===== src/rtl/alu_arbiter.sv =====
// Round-robin arbiter that shares one combinational ALU between NUM_REQ requesters
// and returns each result, tagged with the requester index, on a response channel.
package alu_arbiter_pkg;
  localparam int FN_W = 3;
  localparam int F7_W = 7;

  typedef enum logic [FN_W-1:0] {
    ADD_SUB = 3'd0,
    SLL     = 3'd1,
    SLT     = 3'd2,
    SLTU    = 3'd3,
    XOR     = 3'd4,
    SRL_SRA = 3'd5,
    OR      = 3'd6,
    AND     = 3'd7
  } alu_fn_t;

  typedef enum logic [F7_W-1:0] {
    ADD_SRL = 7'h00,
    SUB_SRA = 7'h20
  } funct7_t;
endpackage

module alu_arbiter
  import alu_arbiter_pkg::*;
#(
  parameter int WIDTH   = 32,
  parameter int NUM_REQ = 2,
  localparam int ID_W   = $clog2(NUM_REQ)
) (
  input  logic                     clk,
  input  logic                     rst_n,
  input  logic [NUM_REQ-1:0]       req_valid,
  output logic [NUM_REQ-1:0]       req_ready,
  input  logic [NUM_REQ*FN_W-1:0]  req_fn,
  input  logic [NUM_REQ*F7_W-1:0]  req_funct7,
  input  logic [NUM_REQ*WIDTH-1:0] req_a,
  input  logic [NUM_REQ*WIDTH-1:0] req_b,
  output logic [FN_W-1:0]          alu_fn,
  output logic [F7_W-1:0]          alu_funct7,
  output logic [WIDTH-1:0]         alu_a,
  output logic [WIDTH-1:0]         alu_b,
  input  logic [WIDTH-1:0]         alu_out,
  output logic                     rsp_valid,
  input  logic                     rsp_ready,
  output logic [ID_W-1:0]          rsp_id,
  output logic [WIDTH-1:0]         rsp_data,
  output logic                     busy
);

  typedef enum logic [1:0] {IDLE, EXEC, RESP} state_t;

  state_t                 state, state_next;
  logic [ID_W-1:0]        rr_ptr, grant, rr_next;
  logic                   grant_found, accept;
  logic [2*NUM_REQ-1:0]   rotated;
  int                     pos;
  logic [FN_W-1:0]        sel_fn;
  logic [F7_W-1:0]        sel_funct7;
  logic [WIDTH-1:0]       sel_a, sel_b;

  // Rotate the valid vector so bit 0 is the requester at rr_ptr, then take the first set bit.
  always_comb begin
    grant       = '0;
    grant_found = 1'b0;
    pos         = 0;
    rotated     = {req_valid, req_valid} >> rr_ptr;
    for (int k = 0; k < NUM_REQ; k++) begin
      if (!grant_found && rotated[k]) begin
        grant_found = 1'b1;
        pos = int'(rr_ptr) + k;
        if (pos >= NUM_REQ) pos = pos - NUM_REQ;
        grant = ID_W'(pos);
      end
    end
  end

  always_comb begin
    sel_fn     = '0;
    sel_funct7 = '0;
    sel_a      = '0;
    sel_b      = '0;
    for (int i = 0; i < NUM_REQ; i++) begin
      if (grant == ID_W'(i)) begin
        sel_fn     = req_fn[i*FN_W +: FN_W];
        sel_funct7 = req_funct7[i*F7_W +: F7_W];
        sel_a      = req_a[i*WIDTH +: WIDTH];
        sel_b      = req_b[i*WIDTH +: WIDTH];
      end
    end
  end

  assign rr_next = (grant == ID_W'(NUM_REQ - 1)) ? '0 : grant + 1'b1;
  assign accept  = |req_ready;

  always_ff @(posedge clk) begin
    if (!rst_n) state <= IDLE;
    else        state <= state_next;
  end

  // Grants are only offered in IDLE and never while reset is asserted.
  always_comb begin
    state_next = state;
    req_ready  = '0;
    busy       = (state != IDLE);
    case (state)
      IDLE: begin
        if (grant_found && rst_n) begin
          req_ready[grant] = 1'b1;
          state_next       = EXEC;
        end
      end
      EXEC:    state_next = RESP;
      RESP:    if (rsp_ready) state_next = IDLE;
      default: state_next = IDLE;
    endcase
  end

  always_ff @(posedge clk) begin
    if (!rst_n) begin
      rr_ptr     <= '0;
      alu_fn     <= ADD_SUB;
      alu_funct7 <= ADD_SRL;
      alu_a      <= '0;
      alu_b      <= '0;
      rsp_valid  <= 1'b0;
      rsp_id     <= '0;
      rsp_data   <= '0;
    end else begin
      if (accept) begin
        alu_fn     <= sel_fn;
        alu_funct7 <= sel_funct7;
        alu_a      <= sel_a;
        alu_b      <= sel_b;
        rsp_id     <= grant;
        rr_ptr     <= rr_next;
      end
      if (state == EXEC) begin
        rsp_data  <= alu_out;
        rsp_valid <= 1'b1;
      end
      if (state == RESP && rsp_ready) rsp_valid <= 1'b0;
    end
  end

endmodule


===== config.mk =====
export PLATFORM = sky130hd
export DESIGN_NAME = alu_arbiter
export DESIGN_NICKNAME = d
export VERILOG_FILES = /design/src/rtl/alu_arbiter.sv
export SDC_FILE = /design/constraint.sdc
export NUM_CORES = 1
export LEC_CHECK = 0
export BUFFER_PORTS_ARGS = -buffer_cell sky130_fd_sc_hd__buf_2
export CAP_MARGIN = 10
export CORE_MARGIN = 4
export CORE_UTILIZATION = 40
export CTS_CLUSTER_SIZE = 16
export DETAILED_ROUTE_END_ITERATION = 6
export HOLD_SLACK_MARGIN = 0.15
export PLACE_DENSITY = 0.76
export SLEW_MARGIN = 20
export SYNTH_ARGS = -nofsm -noshare
export SYNTH_HDL_FRONTEND = slang
export SYNTH_SLANG_ARGS = --single-unit

===== constraint.sdc =====
create_clock -name clk -period 1.6 [get_ports clk]
set_input_delay 0.16 -clock clk [delete_from_list [all_inputs] [get_ports clk]]
set_output_delay 0.16 -clock clk [all_outputs]
set_load 0.005 [all_outputs]

======== After elaboration in Yosys (flattened, before gate mapping) ========
Cells that the tools add are included.
cells by class
  add/sub/neg operators ................... 4
  muxes and demuxes ....................... 18
  reduce and logical (&&, ||, !) cells .... 10
  equality and inequality tests ........... 4
  bitwise operators ....................... 1
  magnitude comparators ................... 4
  shift-type cells ........................ 1
operator list
  cell                 number
  $mux 32              2
  $mux 1               8
  $mux 2               4
  $mux 7               1
  $pmux 2 s3           1
  $logic_and 1x1->1    4
  $ne 2x2->1 const B   2
  $reduce_or 2->1      2
  $shr 4x1->2          1
  $mux 3               1
  $add 1x1->2 const B  1
  $eq 2x1->1 const B   1
  $eq 2x2->1 const B   1
  $ge 1x2->1 const B   1
  $ge 2x2->1 const B   1
  $logic_not 2->1      1
  $lt 1x2->1 const B   1
  $reduce_and 2->1     1
  $reduce_bool 2->1    1
  $sub 1x1->1 const B  2
  $add 1x1->1 const B  1
  $demux 1 s1          1
  $ge 1x1->1 const B   1
  $logic_not 1->1      1
  $not 1->1            1
word-level totals
  output and inout port bits .............. 111
  bits of input ports ..................... 185
  register bits after elaboration ......... 111
  logic and storage cells ................. 51

======== Depth between registers and ports, before layout ========
  depth after elaboration ................. 12
  gate-level depth with buffers ........... 6
  gate-level depth less buffers ........... 3

======== Least setup slack after synthesis ========
Ideal clock, no wire load.
  path kind ............................... reg2reg
  start ................................... register state[1]
  end ..................................... register alu_b[10]
  data required time ...................... 1.481 ns
  arrival ................................. 1.532 ns
  path buffers ............................ 3
  period minus slack after synthesis ...... 1.651 ns
  setup slack ............................. -0.051 ns
  setup time .............................. 0.119 ns
  stages on the path, launching flop included .. 7
  path through ............................ dfxtp_1 > or3b_1 > buf_2 > buf_6 > buf_6 > a311o_1 > o221a_1
between the ends
  word-level cells in the longest chain between the ends .. 3
ends and longest elaborated chain
  what                    line  RTL
  start, declared         53    state_t state, state_next;
  start signal, assigned  98    else state <= state_next;
  $logic_not 2->1         106   case (state)
  $mux 2                  106
  $reduce_or 2->1         94    assign accept = |req_ready;
  end signal, assigned    134   alu_b <= sel_b;
  end, declared           42    output logic [WIDTH-1:0] alu_b,
Every way passes these cells.
A chain may end at the register's enable or synchronous reset.

======== Final worst setup path ========
  start ................................... register state[1]
  end ..................................... register alu_b[22]
Same word-level chain as after synthesis.

==> results.toml <==
[run_status]
status = "complete, but fails checks"
violations = "negative setup slack"

[sta]
fin_crit_sh = 1.03
slew_headroom = 0.690
worst_slack_ns = -0.0437
finalSetupViolCount = 38
finalClockSkew_ns = 0.00865
finalMaxSlewViolations = 0
rsz0062_at_grt = "true"
tightest_slew_ns = 0.465
max_freq_mhz = 608
finalWorstPathRequiredPeriod_ns = 1.64
hold_violations = 0
whs_ns = 0.230

[logic_synthesis]
synth.avg_cell_area_um2 = 10.1
synth_nets = 710
netlist_area_um2 = 5310
seq_area_frac_synth = 0.419
yosysUniqueCellTypes = 25
yosysWarnings = 0
synth_seq_cells = 111
postSynthCellCount = 525

[floorplanning]
start_util = 0.414
die_w_um = 123
die_area_um2 = 15200
ios = 296
coreArea_um2 = 12800
die_y_um = 123
num_rows = 41

[power]
peakVddDrop_mv = 0.433
finalPower_uw = 7100
power.density_nw_per_um2 = 921
p_leak_uw = 0.00347

[drt]
avgViaCountPerCell = 5.75
antenna_left = 0
drcViolationCount = 0
wl_mm = 18.8
firstDrtPassIters = 5
wl_per_cell_um = 19.0
drt_first_iter_violations = 428
vias = 5696

[place]
place.port_buffers = 295
gp_congestion = 0.744
hpwlAfterDp_mm = 12.6
placed_area_um2 = 6970

[final_layout]
final_util = 0.601
area_growth_syn_to_layout_pct = 45.3
seqCellArea_um2 = 2220
postLayoutCellArea_um2 = 7710
num-nets-final = 998
multiInputGateArea_um2 = 2790
fillCellCount = 1073
drive_gt1_frac = 0.469

[clocking]
cts_sinks = 111
cts_tree = "built"
root_buffer = "clkbuf_16"
cts_htree_levels = 3
cts.clk_slew.worst_paths_ns = 0.08
cts_buffer_depth = 2
cts_buffers = 9
clock_latency_ns = 0.35

[setup_path]
start_kind = "flip-flop"
cp.required_ns = 1.83
cp_slowest_cell = "or3b_4"
cp-end-kind = "flip-flop"
path_max_fanout = 26
worstPathArrival_ns = 1.88
crit_type = "reg2reg"
critPathTopFamily = "compound AO/OA/AOI/OAI gates"
slowest_delay_ns = 0.48
crit_chain = "or3b_4, buf_12, a311o_1, o221a_2"
crit_buf_inv = 1

[grt]
overflow = 0
grt_start_max_net_pins = 76
grt_pass1_vias = 5801
grt_pass1_wl_mm = 29.0
grt_usage = 0.238
antenna_found_initial = 0

[job]
drv_cap = 0

[worst_hold_path]
hold_class = "in2reg"
[area by class of cell]
cell class                      instances  share of cell area
Antenna cell                            1            0.000324
Clock buffer                           11              0.0315
Clock inverter                          5             0.00600
Inverter                                1            0.000487
Multi-Input combinational cell        336               0.361
Sequential cell                       111               0.288
Tap cell                              172              0.0279
Timing Repair Buffer                  354               0.284
[cells by family (layout without fill, tap and decap cells)]
logic type      Yosys count  in the layout  share of synthesized area
compound gates          260            260                      0.455
buf+inv                  79            371                     0.0672
flops                   111            111                      0.419
other cells               0              1                          0
simple gates             75             76                     0.0587
[sequential cells by signal, indices dropped and copies added (netlist names)]
signal / flops
alu_b: 32
state: 2
alu_fn: 3
alu_a: 32
rsp_data: 32
rr_ptr: 1
rsp_valid: 1
alu_funct7: 7
rsp_id: 1
[cell usage after synthesis, drive strengths merged]
cell type	count	area, um^2
nor2b	1	6.26
o21a	1	7.51
nand2b	2	12.5
dfxtp	111	2220
nor2	2	10.0
clkbuf	61	229
a211oi	1	7.51
or3b	1	8.76
o21ai	1	5.00
nand2	64	240
a311o	74	741
o221a	74	833
or2	1	6.26
inv	1	3.75
nor3b	2	15.0
nand3	1	5.00
a21boi	107	803
o211a	2	20.0
buf	17	124
nand3b	1	7.51
[path summary, 6_finish.rpt]
| kind | startpoint | to | slack [ns] | cells past startpoint |
|---|---|---|---|---|
| worst max register to register | state[1]$_SDFFE_PN0P_ | alu_b[22]$_SDFFE_PN0P_ | -0.04 | 4 |
| worst min-delay path | req_b[42] | alu_b[10]$_SDFFE_PN0P_ | 0.23 | 3 |
| worst max-delay path | state[1]$_SDFFE_PN0P_ | alu_b[22]$_SDFFE_PN0P_ | -0.04 | 4 |
| worst min register to register | rsp_data[13]$_SDFFE_PN0N_ | rsp_data[13]$_SDFFE_PN0N_ | 0.46 | 2 |
[tightest hold or removal path, cell delays in order]
cell and delay (ns):
buf_2 0.08, a311o_1 0.15, o221a_1 0.16
[placed cells by master, fill, tap and decap left out, types with 2 or more instances in the layout]
| master | instances |
|---|---|
| buf_2 | 294 |
| dfxtp_1 | 109 |
| a21boi_0 | 107 |
| a311o_1 | 74 |
| nand2_1 | 64 |
| o221a_1 | 39 |
| o221a_2 | 35 |
| dlygate4sd3_1 | 33 |
| buf_4 | 14 |
| clkbuf_16 | 10 |
| buf_12 | 10 |
| inv_6 | 3 |
| nor2_4 | 2 |
| or3b_4 | 2 |
| o211a_1 | 2 |
| dfxtp_2 | 2 |
[through the flow]
stage               setup WS, ns  std cells  setup TNS (ns)
floorplan                -0.0454        525           -1.78
global placement         -0.0219        935         -0.0552
detailed placement       -0.0530        935           -1.36
CTS                      -0.0505        988          -0.645
global route             -0.0927        990           -2.47
finish                   -0.0437        991          -0.368
[repair_timing]
action / 4_1_cts / 5_1_grt
cloned: 2 / 1
setup endpoints to repair: 71 / 69
pin swaps: 1 / 0
buffers inserted: 2 / 1
gates resized for setup: 6 / 2
hold buffers: 33 / 0
endpoints found under the hold margin: 34 / 0
[routing by layer]
| metal | track usage | wire [um] | vias up | share of wire |
|---|---|---|---|---|
| met5 | 0 | 0 | - | 0 |
| met4 | 0.118 | 722 | 0 | 0.038 |
| met3 | 0.0531 | 1580 | 56 | 0.084 |
| met2 | 0.411 | 9330 | 286 | 0.50 |
| met1 | 0.276 | 7160 | 2688 | 0.38 |
| li1 | - | - | 2666 | - |
[report_power, final]
group / internal (uW) / switching (uW)
clock network: 1130 / 1080
registers: 3010 / 137
logic: 925 / 820
total: 5070 / 2040
Note: power is estimated with default switching activity, not from simulation.
